--- src/rtl/alu_cmd_issue.sv ---
// rtl/alu_cmd_issue.sv - command front-end for the 8-bit registered ALU
// Queues {A,B,Op}, issues one per cycle against result credits, captures tagged results.
module alu_cmd_issue #(
  parameter int CDEPTH  = 4,
  parameter int RDEPTH  = 4,
  parameter int ALU_LAT = 1
) (
  input  logic       clk,
  input  logic       rst,
  input  logic       cmd_valid,
  output logic       cmd_ready,
  input  logic [7:0] cmd_a,
  input  logic [7:0] cmd_b,
  input  logic [2:0] cmd_op,
  output logic [7:0] alu_a,
  output logic [7:0] alu_b,
  output logic [2:0] alu_op,
  output logic       alu_issue,
  input  logic [7:0] alu_r,
  output logic       res_valid,
  input  logic       res_ready,
  output logic [7:0] res_data,
  output logic [2:0] res_op,
  output logic       res_illegal
);

  localparam int CAW = $clog2(CDEPTH);
  localparam int RAW = $clog2(RDEPTH);
  localparam int CRW = $clog2(RDEPTH + 1);

  localparam logic [CAW:0]   CMD_FULL  = (CAW + 1)'(CDEPTH);
  localparam logic [CAW:0]   CMD_ONE   = (CAW + 1)'(1);
  localparam logic [CAW-1:0] CPTR_ONE  = CAW'(1);
  localparam logic [RAW:0]   RES_ONE   = (RAW + 1)'(1);
  localparam logic [RAW-1:0] RPTR_ONE  = RAW'(1);
  localparam logic [CRW-1:0] CRED_INIT = CRW'(RDEPTH);
  localparam logic [CRW-1:0] CRED_ONE  = CRW'(1);

  typedef struct packed {
    logic [7:0] a;
    logic [7:0] b;
    logic [2:0] op;
  } cmd_t;

  typedef struct packed {
    logic       ill;
    logic [2:0] op;
    logic [7:0] data;
  } res_t;

  // ---------------- command FIFO ----------------
  cmd_t           cmd_mem [CDEPTH];
  logic [CAW-1:0] cmd_wr;
  logic [CAW-1:0] cmd_rd;
  logic [CAW:0]   cmd_cnt;
  logic           cmd_full;
  logic           cmd_empty;
  logic           cmd_push;
  cmd_t           cmd_head;
  logic           head_ill;

  // ---------------- issue / credits ----------------
  logic [CRW-1:0] credits;
  logic           issue;

  // ---------------- tag pipe ----------------
  logic [ALU_LAT:0] tag_v;
  logic [ALU_LAT:0] tag_ill;
  logic [2:0]       tag_op [ALU_LAT+1];
  logic             capture;

  // ---------------- result FIFO ----------------
  res_t           res_mem [RDEPTH];
  logic [RAW-1:0] res_wr;
  logic [RAW-1:0] res_rd;
  logic [RAW:0]   res_cnt;
  logic           res_pop;
  res_t           res_head;

  assign cmd_full  = (cmd_cnt == CMD_FULL);
  assign cmd_empty = (cmd_cnt == '0);
  // Held low through reset so nothing is accepted into a FIFO being cleared.
  assign cmd_ready = !rst && !cmd_full;
  assign cmd_push  = cmd_valid && cmd_ready;
  assign cmd_head  = cmd_mem[cmd_rd];
  assign head_ill  = (cmd_head.op == 3'd3) || (cmd_head.op == 3'd4) || (cmd_head.op == 3'd5);

  assign issue     = !cmd_empty && (credits != '0);
  assign capture   = tag_v[ALU_LAT];

  assign res_valid = (res_cnt != '0);
  assign res_pop   = res_valid && res_ready;
  assign res_head  = res_mem[res_rd];

  // Head fields are forced to zero when empty so reset and idle look clean.
  assign res_data    = res_valid ? res_head.data : 8'd0;
  assign res_op      = res_valid ? res_head.op   : 3'd0;
  assign res_illegal = res_valid ? res_head.ill  : 1'b0;

  always_ff @(posedge clk) begin
    if (cmd_push) begin
      cmd_mem[cmd_wr] <= '{a: cmd_a, b: cmd_b, op: cmd_op};
    end
  end

  always_ff @(posedge clk or posedge rst) begin
    if (rst) begin
      cmd_wr  <= '0;
      cmd_rd  <= '0;
      cmd_cnt <= '0;
    end else begin
      if (cmd_push) begin
        cmd_wr <= cmd_wr + CPTR_ONE;
      end
      if (issue) begin
        cmd_rd <= cmd_rd + CPTR_ONE;
      end
      if (cmd_push && !issue) begin
        cmd_cnt <= cmd_cnt + CMD_ONE;
      end else if (!cmd_push && issue) begin
        cmd_cnt <= cmd_cnt - CMD_ONE;
      end
    end
  end

  // Operand registers hold their last values when nothing issues.
  always_ff @(posedge clk or posedge rst) begin
    if (rst) begin
      alu_a     <= 8'd0;
      alu_b     <= 8'd0;
      alu_op    <= 3'd0;
      alu_issue <= 1'b0;
    end else begin
      alu_issue <= issue;
      if (issue) begin
        alu_a  <= cmd_head.a;
        alu_b  <= cmd_head.b;
        alu_op <= cmd_head.op;
      end
    end
  end

  // One credit per free result slot, so a capture always has room.
  always_ff @(posedge clk or posedge rst) begin
    if (rst) begin
      credits <= CRED_INIT;
    end else if (issue && !res_pop) begin
      credits <= credits - CRED_ONE;
    end else if (!issue && res_pop) begin
      credits <= credits + CRED_ONE;
    end
  end

  always_ff @(posedge clk or posedge rst) begin
    if (rst) begin
      tag_v   <= '0;
      tag_ill <= '0;
      for (int i = 0; i <= ALU_LAT; i++) begin
        tag_op[i] <= 3'd0;
      end
    end else begin
      tag_v[0]   <= issue;
      tag_ill[0] <= head_ill;
      tag_op[0]  <= cmd_head.op;
      for (int i = 1; i <= ALU_LAT; i++) begin
        tag_v[i]   <= tag_v[i-1];
        tag_ill[i] <= tag_ill[i-1];
        tag_op[i]  <= tag_op[i-1];
      end
    end
  end

  always_ff @(posedge clk) begin
    if (capture) begin
      res_mem[res_wr] <= '{ill: tag_ill[ALU_LAT], op: tag_op[ALU_LAT], data: alu_r};
    end
  end

  always_ff @(posedge clk or posedge rst) begin
    if (rst) begin
      res_wr  <= '0;
      res_rd  <= '0;
      res_cnt <= '0;
    end else begin
      if (capture) begin
        res_wr <= res_wr + RPTR_ONE;
      end
      if (res_pop) begin
        res_rd <= res_rd + RPTR_ONE;
      end
      if (capture && !res_pop) begin
        res_cnt <= res_cnt + RES_ONE;
      end else if (!capture && res_pop) begin
        res_cnt <= res_cnt - RES_ONE;
      end
    end
  end

endmodule
--- config.mk ---
export PLATFORM = sky130hd
export DESIGN_NAME = alu_cmd_issue
export DESIGN_NICKNAME = d
export VERILOG_FILES = /design/src/rtl/alu_cmd_issue.sv
export SDC_FILE = /design/constraint.sdc
export NUM_CORES = 1
export LEC_CHECK = 0
export CAP_MARGIN = 10
export CORE_MARGIN = 10
export CORE_UTILIZATION = 45
export DETAILED_ROUTE_END_ITERATION = 8
export GPL_ROUTABILITY_DRIVEN = 0
export PLACE_DENSITY = 0.65
export SLEW_MARGIN = 40
export SYNTH_ARGS = -nofsm -noshare
export SYNTH_HDL_FRONTEND = slang
export SYNTH_SLANG_ARGS = --single-unit
--- constraint.sdc ---
create_clock -name clk -period 2.7 [get_ports clk]
set_clock_uncertainty 0.1 [all_clocks]
set_input_delay 0.54 -clock clk [delete_from_list [all_inputs] [get_ports clk]]
set_output_delay 0.54 -clock clk [all_outputs]
set_load 0.02 [all_outputs]
-- Word-level counts from Yosys, hierarchy flattened
Memory sizes are Yosys's and may differ from the RTL's.
Cells that the tools add are included.
- reduce and logical (&&, ||, !) cells: 25
- equality and inequality tests: 4
- add/subtract/negate cells: 10
- mux-type cells: 13
- operators by type and width (operator ; number):
    2-to-1 mux 3 bit ; 7
    logical AND 1 bit ; 10
    adder 3 x 1 -> 3 bit, second input constant ; 3
    equality test 3 bit, second input constant ; 3
    subtractor 3 x 1 -> 3 bit, second input constant ; 3
    adder 2 x 1 -> 2 bit, second input constant ; 4
    2-to-1 mux 8 bit ; 1
    logical NOT 1 bit ; 7
    nonzero test 2 bit ; 3
    nonzero test 3 bit ; 2
    2-to-1 mux 1 bit ; 5
    equality test 3 x 2 -> 1 bit, second input constant ; 1
    logical NOT 3 bit ; 1
    logical OR 1 bit ; 2
- memories kept: 2
- output and inout port bits: 34
- memory bits (writable): 124
- register bits after elaboration: 47
- input port bits: 31
- word-level logic and storage cells: 69
- memories (memory ; depth ; bits a word ; read ports ; clocked after Yosys merged registers in ; wr ports ; RTL line ; source):
    cmd_mem ; 4 ; 19 ; 1 ; 0 ; 1 ; 52 ; cmd_t cmd_mem [CDEPTH];
    res_mem ; 4 ; 12 ; 1 ; 0 ; 1 ; 73 ; res_t res_mem [RDEPTH];

-- Logic depth before layout (Yosys ltp)
Gate-level depths: netlist of the first run.
- depth after elaboration: 8
- gate-level depth with buffers: 10

-- Worst setup path before layout of the first run
Ideal clock, no wire load.
- kind: reg-to-reg
- start: register cmd_cnt[0]
- end: register cmd_cnt[2]
- arrival: 2090 ps
- slack: 431 ps
- setup time: 79 ps
- data required time: 2521 ps
- stages on the path, launching flop included: 11
- path through: dfrtp_1 -> or2_2 -> o21a_4 -> buf_6 -> inv_1 -> ha_1 -> inv_1 -> fa_1 -> xor2_1 -> nor2_1 -> xor2_1
- RTL lines (item ; RTL line ; source):
    start, declared ; 55 ; logic [CAW:0] cmd_cnt;
    start signal, assigned ; 119 ; cmd_cnt <= cmd_cnt + CMD_ONE;
    start signal, assigned ; 121 ; cmd_cnt <= cmd_cnt - CMD_ONE;
    logical NOT 3 bit (*) ; 81 ; assign cmd_empty = (cmd_cnt == '0);
    logical NOT 1 bit (*) ; 88 ; assign issue = !cmd_empty && (credits != '0);
    logical AND 1 bit (*) ; 88 ;
    net issue ; 64 ; logic issue;
    logical NOT 1 bit ; 118 ; if (cmd_push && !issue) begin
    logical AND 1 bit ; 118 ;
    2-to-1 mux 3 bit / nonzero test 2 bit (equally long branches) ; -- ;
Mark *: on every way through the listed nets, which the timed path passes. The rest lies on a longest branch. The select of a mux whose other input is x is not followed.
A chain may end at the register's enable or synchronous reset.

-- Worst setup path in the final report of the first run
- start: register res_rd[0]
- end: output port res_data[6]
- longest elaborated chain between the ends: 2
- ends and longest elaborated chain (item ; RTL line ; source):
    start, declared ; 75 ; logic [RAW-1:0] res_rd;
    start signal, assigned ; 189 ; res_rd <= res_rd + RPTR_ONE;
    memory (4 x 12 bit) ; -- ;
    2-to-1 mux 8 bit ; 96 ; assign res_data = res_valid ? res_head.data : 8'd0;
    end, declared ; 22 ; output logic [7:0] res_data,
Every way passes these cells.

==> run summary, run 1 <==
DP Area = 0.007559 sq mm
Post-Syn Nets = 357
Crit-path leading delay family = multiplexers
Worst skew pair latency = 0.42 ns
Vias in the first global route = 3389
Reg2reg path depth = 9
Largest net degree at the start of global routing = 47
Final worst path period share = 0.9673
Startpoint types = flip-flop
Final setup violation count = 0
First-pass GRT wire length = 18330 um
Port bufs = 64
Worst hold slack = 0.2481 ns
Critical Path AT = 1.97 ns
P per Cell Area = 1244 mW/mm^2
Final Critical Period = 2.612 ns
Tot Pwr = 10.22 mW
Final WS setup = 0.08833 ns
Terminus of the critical flop-to-flop path = credits[2]
Yosys reg bits = 170
Fmax = 0.3829 GHz
Vias = 3009
Pleak = 3.057 nW
Worst hold path endpoint = tag_op[2]
Pre-CTS setup slack = 0.1265 ns
Avg Cell Area, Syn = 21.17 sq um
Die Y = 141.2 um
CP Class = flip-flop to primary output
Critical Path RT = 2.06 ns
Cell variety after synth = 29
Peak VDD IR = 0.6254 mV
Final Util = 0.5673
Hold Vio Cnt, Final = 0
Synthesis-to-finish area growth = 24.36%
Via-to-Cell Ratio = 5.066
CP endpoint kind = primary output
Slew margin rel. = 0.5502
Slowest CP cell = mux4_2
DR WL/cell = 18.98 um
Post-CTS Hold Buffers = 0
Full die area = 0.01992 sq mm
Synthesis warning total = 0
Class of the worst hold path = flip-flop to flip-flop
Drt first pass iters = 4
Longest Clk Path Bufs = 2
Register area share after synthesis = 0.7382
Status = finished clean
Setup TNS = 0 ns
Worst path bufs/invs = 2
I/O Pins = 65
Crit path max fanout = 7
Gr ovfl total = 0
Post-CTS setup buffers = 0
# diodes = 0
Post-route design area = 0.008214 sq mm
Total Routing Usage GR = 0.1203
RSZ-0062 raised after global routing = no
Final WL = 11280 um
NumNets Final = 442
Post-Layout Cell Count = 594
CTS tree = built
Chip Width = 141.2 um
Crit path cell chain = buf_12 -> mux4_2 -> and2_1 -> dlygate4sd2_1
Root Driver = clkbuf_16
DRC violations left = 0
Syn Std Cell Area = 0.006605 sq mm
Total CTS buffers = 17
Hpwl dp = 7174 um
Hold Path Stages = 0
ANT nets after route = 0
Row count = 44
Starting DRT DRC Count = 148
Sink Count = 170
R2r startpoint = credits[2]
Hold path startpoint = tag_op[5]
Max Slew Vio Count = 0
Layout cell share with drive strength beyond 1 = 0.2293
Clock-pin slew on the worst setup and hold paths = 0.06 ns
Initial core utilization = 0.4562
Core Area = 0.01448 sq mm
Initial antenna violation count = 0
Max Cap Violations = 0
Synth Instances = 312
H-Tree Depth = 4
Reg2reg setup slack = 0.25 ns
Post-Place Cells = 561
Worst path max stage delay = 0.50 ns
Worst slew pin tran = 0.6747 ns
[worst max path at each step]
| stage | start | slack, ns | depth (start not counted) | to |
|---|---|---|---|---|
| 4_1_cts | res_rd[0] | 0.03 | 4 | res_illegal |
| 3_5_place_dp | cmd_valid | 0.13 | 9 | cmd_cnt[2] |
| 2_1_floorplan | cmd_cnt[0] | 0.43 | 10 | cmd_cnt[2] |
| 6_report | res_rd[0] | 0.09 | 4 | res_data[6] |
| 3_3_place_gp | cmd_valid | 0.25 | 9 | cmd_cnt[2] |
| 5_1_grt | res_rd[0] | 0.02 | 4 | res_illegal |
[flip-flops by register name (all words and copies together), names as in the netlist]
register,flops
res_wr,2
res_cnt,3
cmd_wr,2
res_mem,48
tag_ill,2
res_rd,2
alu_b,8
cmd_mem,76
cmd_rd,2
credits,3
alu_a,8
cmd_cnt,3
tag_v,2
alu_op,3
tag_op,6
[logic make-up after synthesis]
logic type               count (synthesis)  share of synthesized area
buffers and inverters                   22                    0.01818
AND/OR/NAND/NOR                         31                    0.02728
adder cells (fa/ha/maj)                 14                    0.02993
XOR/XNOR                                15                    0.01989
AO/OA/AOI/OAI                            5                   0.007196
flip-flops                             170                     0.7382
multiplexers                            55                     0.1593
[metal layers]
metal | part of all wire | GRT usage
met1 | 0.42 | 0.1391
met2 | 0.50 | 0.1954
met3 | 0.066 | 0.05173
met4 | 0.013 | 0.04293
met5 | 0 | 0
[synth_stat cells]
cell | n | area share
o21ai_0 | 1 | 0.00076
mux2i_1 | 2 | 0.0030
mux2_4 | 17 | 0.039
clkbuf_1 | 2 | 0.0011
nand2_1 | 3 | 0.0017
edfxtp_1 | 124 | 0.56
ha_1 | 11 | 0.021
inv_1 | 12 | 0.0068
mux4_1 | 6 | 0.024
fa_1 | 3 | 0.0091
buf_4 | 1 | 0.0011
or3_4 | 1 | 0.0017
dfstp_2 | 1 | 0.0040
o21a_4 | 1 | 0.0023
or2_2 | 1 | 0.00095
mux2_2 | 5 | 0.0085
buf_6 | 4 | 0.0068
o211a_1 | 1 | 0.0015
or3_1 | 1 | 0.00095
xor2_1 | 9 | 0.012
and2_1 | 20 | 0.019
buf_2 | 3 | 0.0023
mux4_2 | 25 | 0.085
dfrtp_1 | 45 | 0.17
xnor2_1 | 6 | 0.0080
a211oi_2 | 1 | 0.0019
a21oi_1 | 1 | 0.00076
nand3_1 | 1 | 0.00076
nor2_1 | 4 | 0.0023
[power breakdown]
group | switching [mW] | internal [mW]
Clock | 0.903 | 1.69
Combinational | 1.68 | 1.89
Sequential | 0.391 | 3.66
[timing repair]
item / CTS / global route
setup endpoints to repair: 13 / 1
cloned: 0 / 1
resized for setup: 13 / 1
[placed cells by master (no fill, tap or decap), types with 9 or more instances in the layout]
cell               n
edfxtp_1         124
xor2_1             9
and2_1            20
clkdlybuf4s50_1   52
inv_1             11
clkbuf_16         18
mux2_4            17
ha_1              11
mux4_2            25
dfrtp_1           44
dlygate4sd2_1     12
[final cells by class]
cell class	instances	area, sq um
inverters	12	45.04
clock inverters	8	167.7
fillers	1075	6265
flip-flops and latches	170	4877
repair buffers	76	808.3
multi-input cells	120	1614
well taps	184	230.2
clock buffers	24	471.7
(Power assumes the default switching activity.)
==> inputs of run 2 (changes only) <==
- CORE_ASPECT_RATIO: unset -> 0.75
- PLACE_DENSITY: 0.65 -> 0.68
- clock period: 2.7 -> 2.4 ns (I/O delays scaled with it)
==> run 2 against run 1 <==
- the flow now finishes with violations (setup timing)
- sequential power rose by 11%
- register-to-register slack lost 0.12 ns
- worst hold slack is essentially flat
- setup slack worse by 0.12 ns
- die area up 0.25%
- critical endpoint unchanged
==> run summary, run 2 (synthesis gave the netlist of run 1 again) <==
Chip Width = 159.9 um (+13%)
P per Cell Area = 1431 mW/mm^2 (+15%)
Terminus of the critical flop-to-flop path = cmd_cnt[2]
Slew margin rel. = 0.5603 (+0.01005)
Row count = 38 (-14%)
Fmax = 0.4116 GHz
CP endpoint kind = primary output
Hold Path Stages = 0 (unchanged)
First-pass GRT wire length = 18740 um (+2.2%)
Critical Path Sink = res_data[6]
Starting DRT DRC Count = 166 (+12%)
Multi-input combinational cell area = 0.001634 sq mm (+1.2%)
Worst skew pair latency = 0.42 ns (about the same)
Largest Register = cmd_mem
Post-route design area = 0.008404 sq mm (+2.3%)
Total CTS buffers = 17 (unchanged)
Startpoint types = flip-flop
Final Critical Period = 2.430 ns
Worst slew pin tran = 0.6596 ns (-0.01508 ns)
NumNets Final = 461 (+4.3%)
Pleak = 3.176 nW (+3.9%)
Post-Place Cells = 585 (+4.3%)
Commonest non-fill, non-tap cell in the layout = edfxtp_1
Most frequent cells in the layout = edfxtp_1 (124), clkdlybuf4s50_1 (50), dfrtp_1 (45)
Core Area = 0.01441 sq mm (-0.50%)
RSZ-0062 raised after global routing = yes
Full die area = 0.01997 sq mm (+0.25%)
CP Class = flip-flop to primary output
Final WS setup = -0.02976 ns (-0.1181 ns)
Max reg flops = 76 (unchanged)
Vias in the first global route = 3334 (-1.6%)
Clock-pin slew on the worst setup and hold paths = 0.06 ns (about the same)
H-Tree Depth = 4 (unchanged)
Die Y = 124.9 um (-11%)
Failing checks = setup timing
CTS tree = built
Gr ovfl total = 0 (unchanged)
Status = complete, but fails checks
I/O Pins = 65 (unchanged)
Fillers = 1062 (-1.2%)
Class of the worst hold path = flip-flop to flip-flop
Largest net degree at the start of global routing = 22 (-53%)
Sink Count = 170 (unchanged)
Layout cell share with drive strength beyond 1 = 0.3124 (+0.08309)
Drt first pass iters = 4 (unchanged)
Reg2reg setup slack = 0.13 ns (-0.12 ns)
Pre-CTS setup slack = -0.04534 ns (-0.1718 ns)
Reg2reg path depth = 9 (unchanged)
Hpwl dp = 7455 um (+3.9%)
Root Driver = clkbuf_16
Regs by FF count = cmd_mem (76), res_mem (48)
Final setup violation count = 5 (+5)
Critical Path AT = 1.85 ns (-0.12 ns)
Hold Vio Cnt, Final = 0 (unchanged)
Max Slew Vio Count = 0 (unchanged)
Port bufs = 64 (unchanged)
Initial core utilization = 0.4585 (+0.002298)
Synthesis-to-finish area growth = 27.24%
Reg area = 0.004876 sq mm (about the same)
ANT nets after route = 0 (unchanged)
Setup TNS = -0.04751 ns (-0.04751 ns)
# diodes = 0 (unchanged)
Via-to-Cell Ratio = 4.898 (-3.3%)
Max Cap Violations = 0 (unchanged)
Final WL = 11640 um (+3.2%)
Critical Path RT = 1.82 ns (-0.24 ns)
DR WL/cell = 18.50 um (-2.5%)
Final Util = 0.5834 (+0.01606)
Initial antenna violation count = 0 (unchanged)
Final worst path period share = 1.012
R2r startpoint = cmd_cnt[1]
Vias = 3081 (+2.4%)
Peak VDD IR = 0.8260 mV (+32%)
DP Area = 0.007614 sq mm (+0.73%)
Post-Layout Cell Count = 629 (+5.9%)
Crit path max fanout = 6 (-1)
Longest Clk Path Bufs = 2 (unchanged)
DRC violations left = 0 (unchanged)
Total Routing Usage GR = 0.1202 (-0.0001643)
Crit path launch = res_rd[0]
## run 2: cell types whose count changed in the layout (fill, tap and decap cells not counted), sizes merged
cell	before	now
buf	11	43
dlygate4sd2	12	0
bufinv	5	3
clkdlybuf4s50	52	50
inv	12	14
clkdlybuf4s15	0	1
clkinv	2	1
dlymetal6s2s	0	1
## run 2: metrics by stage
step	power (mW)	hold slack, ns
2_1_floorplan	7.326	0.2312
3_3_place_gp	8.729	0.2367
3_5_place_dp	8.866	0.2347
4_1_cts	11.80	0.2494
5_1_grt	12.65	0.2597
6_report	12.02	0.2486
## run 2: layout make-up
type                    instances  share of cell area
clock inverters                 7             0.01504
clock buffers                  25             0.06163
multi-input cells             120              0.1944
inverters                      12            0.005360
flip-flops and latches        170              0.5802
repair buffers                 95              0.1136
well taps                     200             0.02978
## run 2: worst min path at each step
stage	slack, ns	from	to
CTS	0.25	tag_op[3]	tag_op[0]
detailed placement	0.23	tag_op[3]	tag_op[0]
global route	0.26	tag_op[5]	tag_op[2]
floorplan	0.23	tag_ill[0]	tag_ill[1]
global placement	0.24	tag_op[4]	tag_op[1]
finish	0.25	tag_op[3]	tag_op[0]
## run 2: per-layer routing
metal,vias up,GRT usage,part of all wire
met2,67,0.1851,0.47
met1,1597,0.1588,0.48
li1,1410,-,-
met3,7,0.04326,0.047
met4,0,0.03233,0.0074
met5,-,0,0
## run 2: timing repair
item / CTS / global route
pin swaps: 1 / 4
resized for setup: 54 / 34
endpoints found under the setup margin: 13 / 11
hold buffers: 0 / 0
buffers inserted: 9 / 3
## run 2: power by group
group	internal [mW]	total, mW	switching (mW)
logic	2.53	4.60	2.07
clock network	1.83	2.92	1.08
registers	4.12	4.51	0.392
## run 2: critical path: stages, from the launching register on
cell and delay, ns:
dfrtp_1 0.38, buf_6 0.15, buf_4 0.12, mux4_2 0.47, and2_1 0.16, buf_2 0.15
==> inputs of run 3 (changes only) <==
- SKIP_CTS_REPAIR_TIMING: unset -> 1
==> run 3 against run 2 <==
- the run now ends clean
- combinational power is 3% lower
- utilization fell by 0.62 points
- register-to-register slack about the same
- sequential power about the same
- via count fell by 1.7%
- final cell count decreased by 1.9%
- worst hold slack barely moved
- count of clock-buffer cells in the layout did not move
- global-route usage is 0.078 points lower
- critical endpoint is now res_data[5]
- largest cell class unchanged
- highest routed layer unchanged
==> run summary, run 3 (synthesis gave the netlist of run 1 again) <==
Status = finished clean
Tot Pwr = 11.90 mW (-1.0%)
DR WL/cell = 18.65 um (+0.85%)
Vias = 3030 (-1.7%)
Port bufs = 64 (unchanged)
Hold path startpoint = tag_op[3]
Initial antenna violation count = 0 (unchanged)
Total CTS buffers = 17 (unchanged)
Pre-CTS setup slack = -0.04534 ns (unchanged)
Final worst path period share = 0.9824 (-0.02995)
Largest net degree at the start of global routing = 22 (unchanged)
Longest Clk Path Bufs = 2 (unchanged)
Largest Register = cmd_mem
Final setup violation count = 0 (-5)
Final Critical Period = 2.358 ns (-0.07188 ns)
# diodes = 0 (unchanged)
Starting DRT DRC Count = 161 (-3.0%)
Max reg flops = 76 (unchanged)
Final Util = 0.5772 (-0.006167)
Synthesis-to-finish area growth = 25.90%
Pleak = 3.122 nW (-1.7%)
CP endpoint kind = primary output
Critical Path RT = 1.82 ns (about the same)
Clock-pin slew on the worst setup and hold paths = 0.06 ns (about the same)
CTS tree = built
Slew margin rel. = 0.5643 (+0.004069)
Drt first pass iters = 4 (unchanged)
Slowest CP cell = mux4_2
NumNets Final = 449 (-2.6%)
First-pass GRT wire length = 18610 um (-0.70%)
Full die area = 0.01997 sq mm (unchanged)
Class of the worst hold path = flip-flop to flip-flop
Gr ovfl total = 0 (unchanged)
CP Class = flip-flop to primary output
Commonest non-fill, non-tap cell in the layout = edfxtp_1
Max Cap Violations = 0 (unchanged)
Die Y = 124.9 um (unchanged)
Final WL = 11510 um (-1.1%)
DP Area = 0.007614 sq mm (unchanged)
Most frequent cells in the layout = edfxtp_1 (124), clkdlybuf4s50_1 (50), dfrtp_1 (45)
I/O Pins = 65 (unchanged)
Peak VDD IR = 0.8253 mV (about the same)
P per Cell Area = 1431 mW/mm^2 (about the same)
Setup TNS = 0 ns (+0.04751 ns)
Worst path bufs/invs = 2 (-1)
Layout cell share with drive strength beyond 1 = 0.2974 (-0.01499)
Reg2reg setup slack = 0.13 ns (about the same)
Worst hold path endpoint = tag_op[0]
R2r startpoint = res_cnt[0]
Sink Count = 170 (unchanged)
Fmax = 0.4241 GHz (+3.0%)
Via-to-Cell Ratio = 4.911 (+0.26%)
Hold Path Stages = 0 (unchanged)
Initial core utilization = 0.4585 (unchanged)
Core Area = 0.01441 sq mm (unchanged)
Crit path max fanout = 8 (+2)
Hpwl dp = 7455 um (unchanged)
Final WS setup = 0.04212 ns (+0.07188 ns)
Startpoint types = flip-flop
Chip Width = 159.9 um (unchanged)
Hold Vio Cnt, Final = 0 (unchanged)
Max Slew Vio Count = 0 (unchanged)
Reg2reg path depth = 8 (-1)
Root Driver = clkbuf_16
Regs by FF count = cmd_mem (76), res_mem (48)
DRC violations left = 0 (unchanged)
Row count = 38 (unchanged)
Crit path cell chain = buf_6 -> mux4_2 -> and2_4 -> buf_6
RSZ-0062 raised after global routing = yes
Vias in the first global route = 3290 (-1.3%)
H-Tree Depth = 4 (unchanged)
Crit-path leading delay family = multiplexers
Terminus of the critical flop-to-flop path = res_cnt[2]
Total Routing Usage GR = 0.1194 (-0.0007808)
Fillers = 1068 (+0.56%)
Crit-path most repeated cell = buf_6
Worst path max stage delay = 0.50 ns (+0.03 ns)
Worst slew pin tran = 0.6535 ns (-0.006102 ns)
Worst skew pair latency = 0.42 ns (about the same)
Post-route design area = 0.008315 sq mm (-1.1%)
Critical Path AT = 1.78 ns (-0.07 ns)
ANT nets after route = 0 (unchanged)
## run 3: cell count changes in the layout (fill, tap and decap cells not counted), moves of 2 or more
cell	before	now
buf_4	20	13
buf_6	17	14
and2_1	10	8
and2_4	10	12
buf_2	2	0
## run 3: report_power, final
| group | switching (mW) | total [mW] | internal, mW |
|---|---|---|---|
| clock network | 1.09 | 2.92 | 1.83 |
| registers | 0.396 | 4.52 | 4.12 |
| logic | 2.03 | 4.47 | 2.44 |
## run 3: final cells by class
| type | instances | area, sq um | share of cell area |
|---|---|---|---|
| clock buffer | 25 | 518.0 | 0.06229 |
| tap | 200 | 250.2 | 0.03009 |
| sequential | 170 | 4876 | 0.5864 |
| timing repair buffer | 83 | 860.8 | 0.1035 |
| multi-input combinational | 120 | 1639 | 0.1971 |
| inverter | 12 | 45.04 | 0.005417 |
| clock inverter | 7 | 126.4 | 0.01520 |
## run 3: worst max path at each step
| stage | start | end | slack [ns] | cells after the start |
|---|---|---|---|---|
| 2_1_floorplan | cmd_cnt[0] | cmd_cnt[2] | 0.13 | 10 |
| 3_3_place_gp | cmd_valid | cmd_cnt[2] | 0.02 | 9 |
| 3_5_place_dp | cmd_valid | cmd_cnt[2] | -0.05 | 9 |
| 4_1_cts | res_rd[0] | res_data[2] | -0.44 | 4 |
| 5_1_grt | res_rd[0] | res_data[5] | -0.05 | 4 |
| 6_report | res_rd[0] | res_data[5] | 0.04 | 4 |
## run 3: worst reg2reg max path, stage by stage (launching register included)
cell,delay (ns)
dfrtp_1,0.42
or3_1,0.41
nand2_1,0.15
ha_1,0.21
inv_1,0.07
fa_1,0.40
xor2_1,0.16
nor2_1,0.11
xor2_1,0.16
## run 3: per-layer routing
layer | part of all wire | GRT usage | wire length, um | vias to the layer above
met5 | 0 | 0 | 0 | -
li1 | - | - | - | 1386
met3 | 0.045 | 0.04326 | 522 | 5
met4 | 0.0040 | 0.03233 | 46 | 0
met2 | 0.47 | 0.1826 | 5435 | 62
met1 | 0.48 | 0.1585 | 5504 | 1577
## run 3: metrics by stage
stage / std cells / hold WS, ns
6_report: 617 / 0.2485
5_1_grt: 617 / 0.2597
4_1_cts: 617 / 0.2494
3_5_place_dp: 585 / 0.2347
3_3_place_gp: 585 / 0.2367
2_1_floorplan: 312 / 0.2312
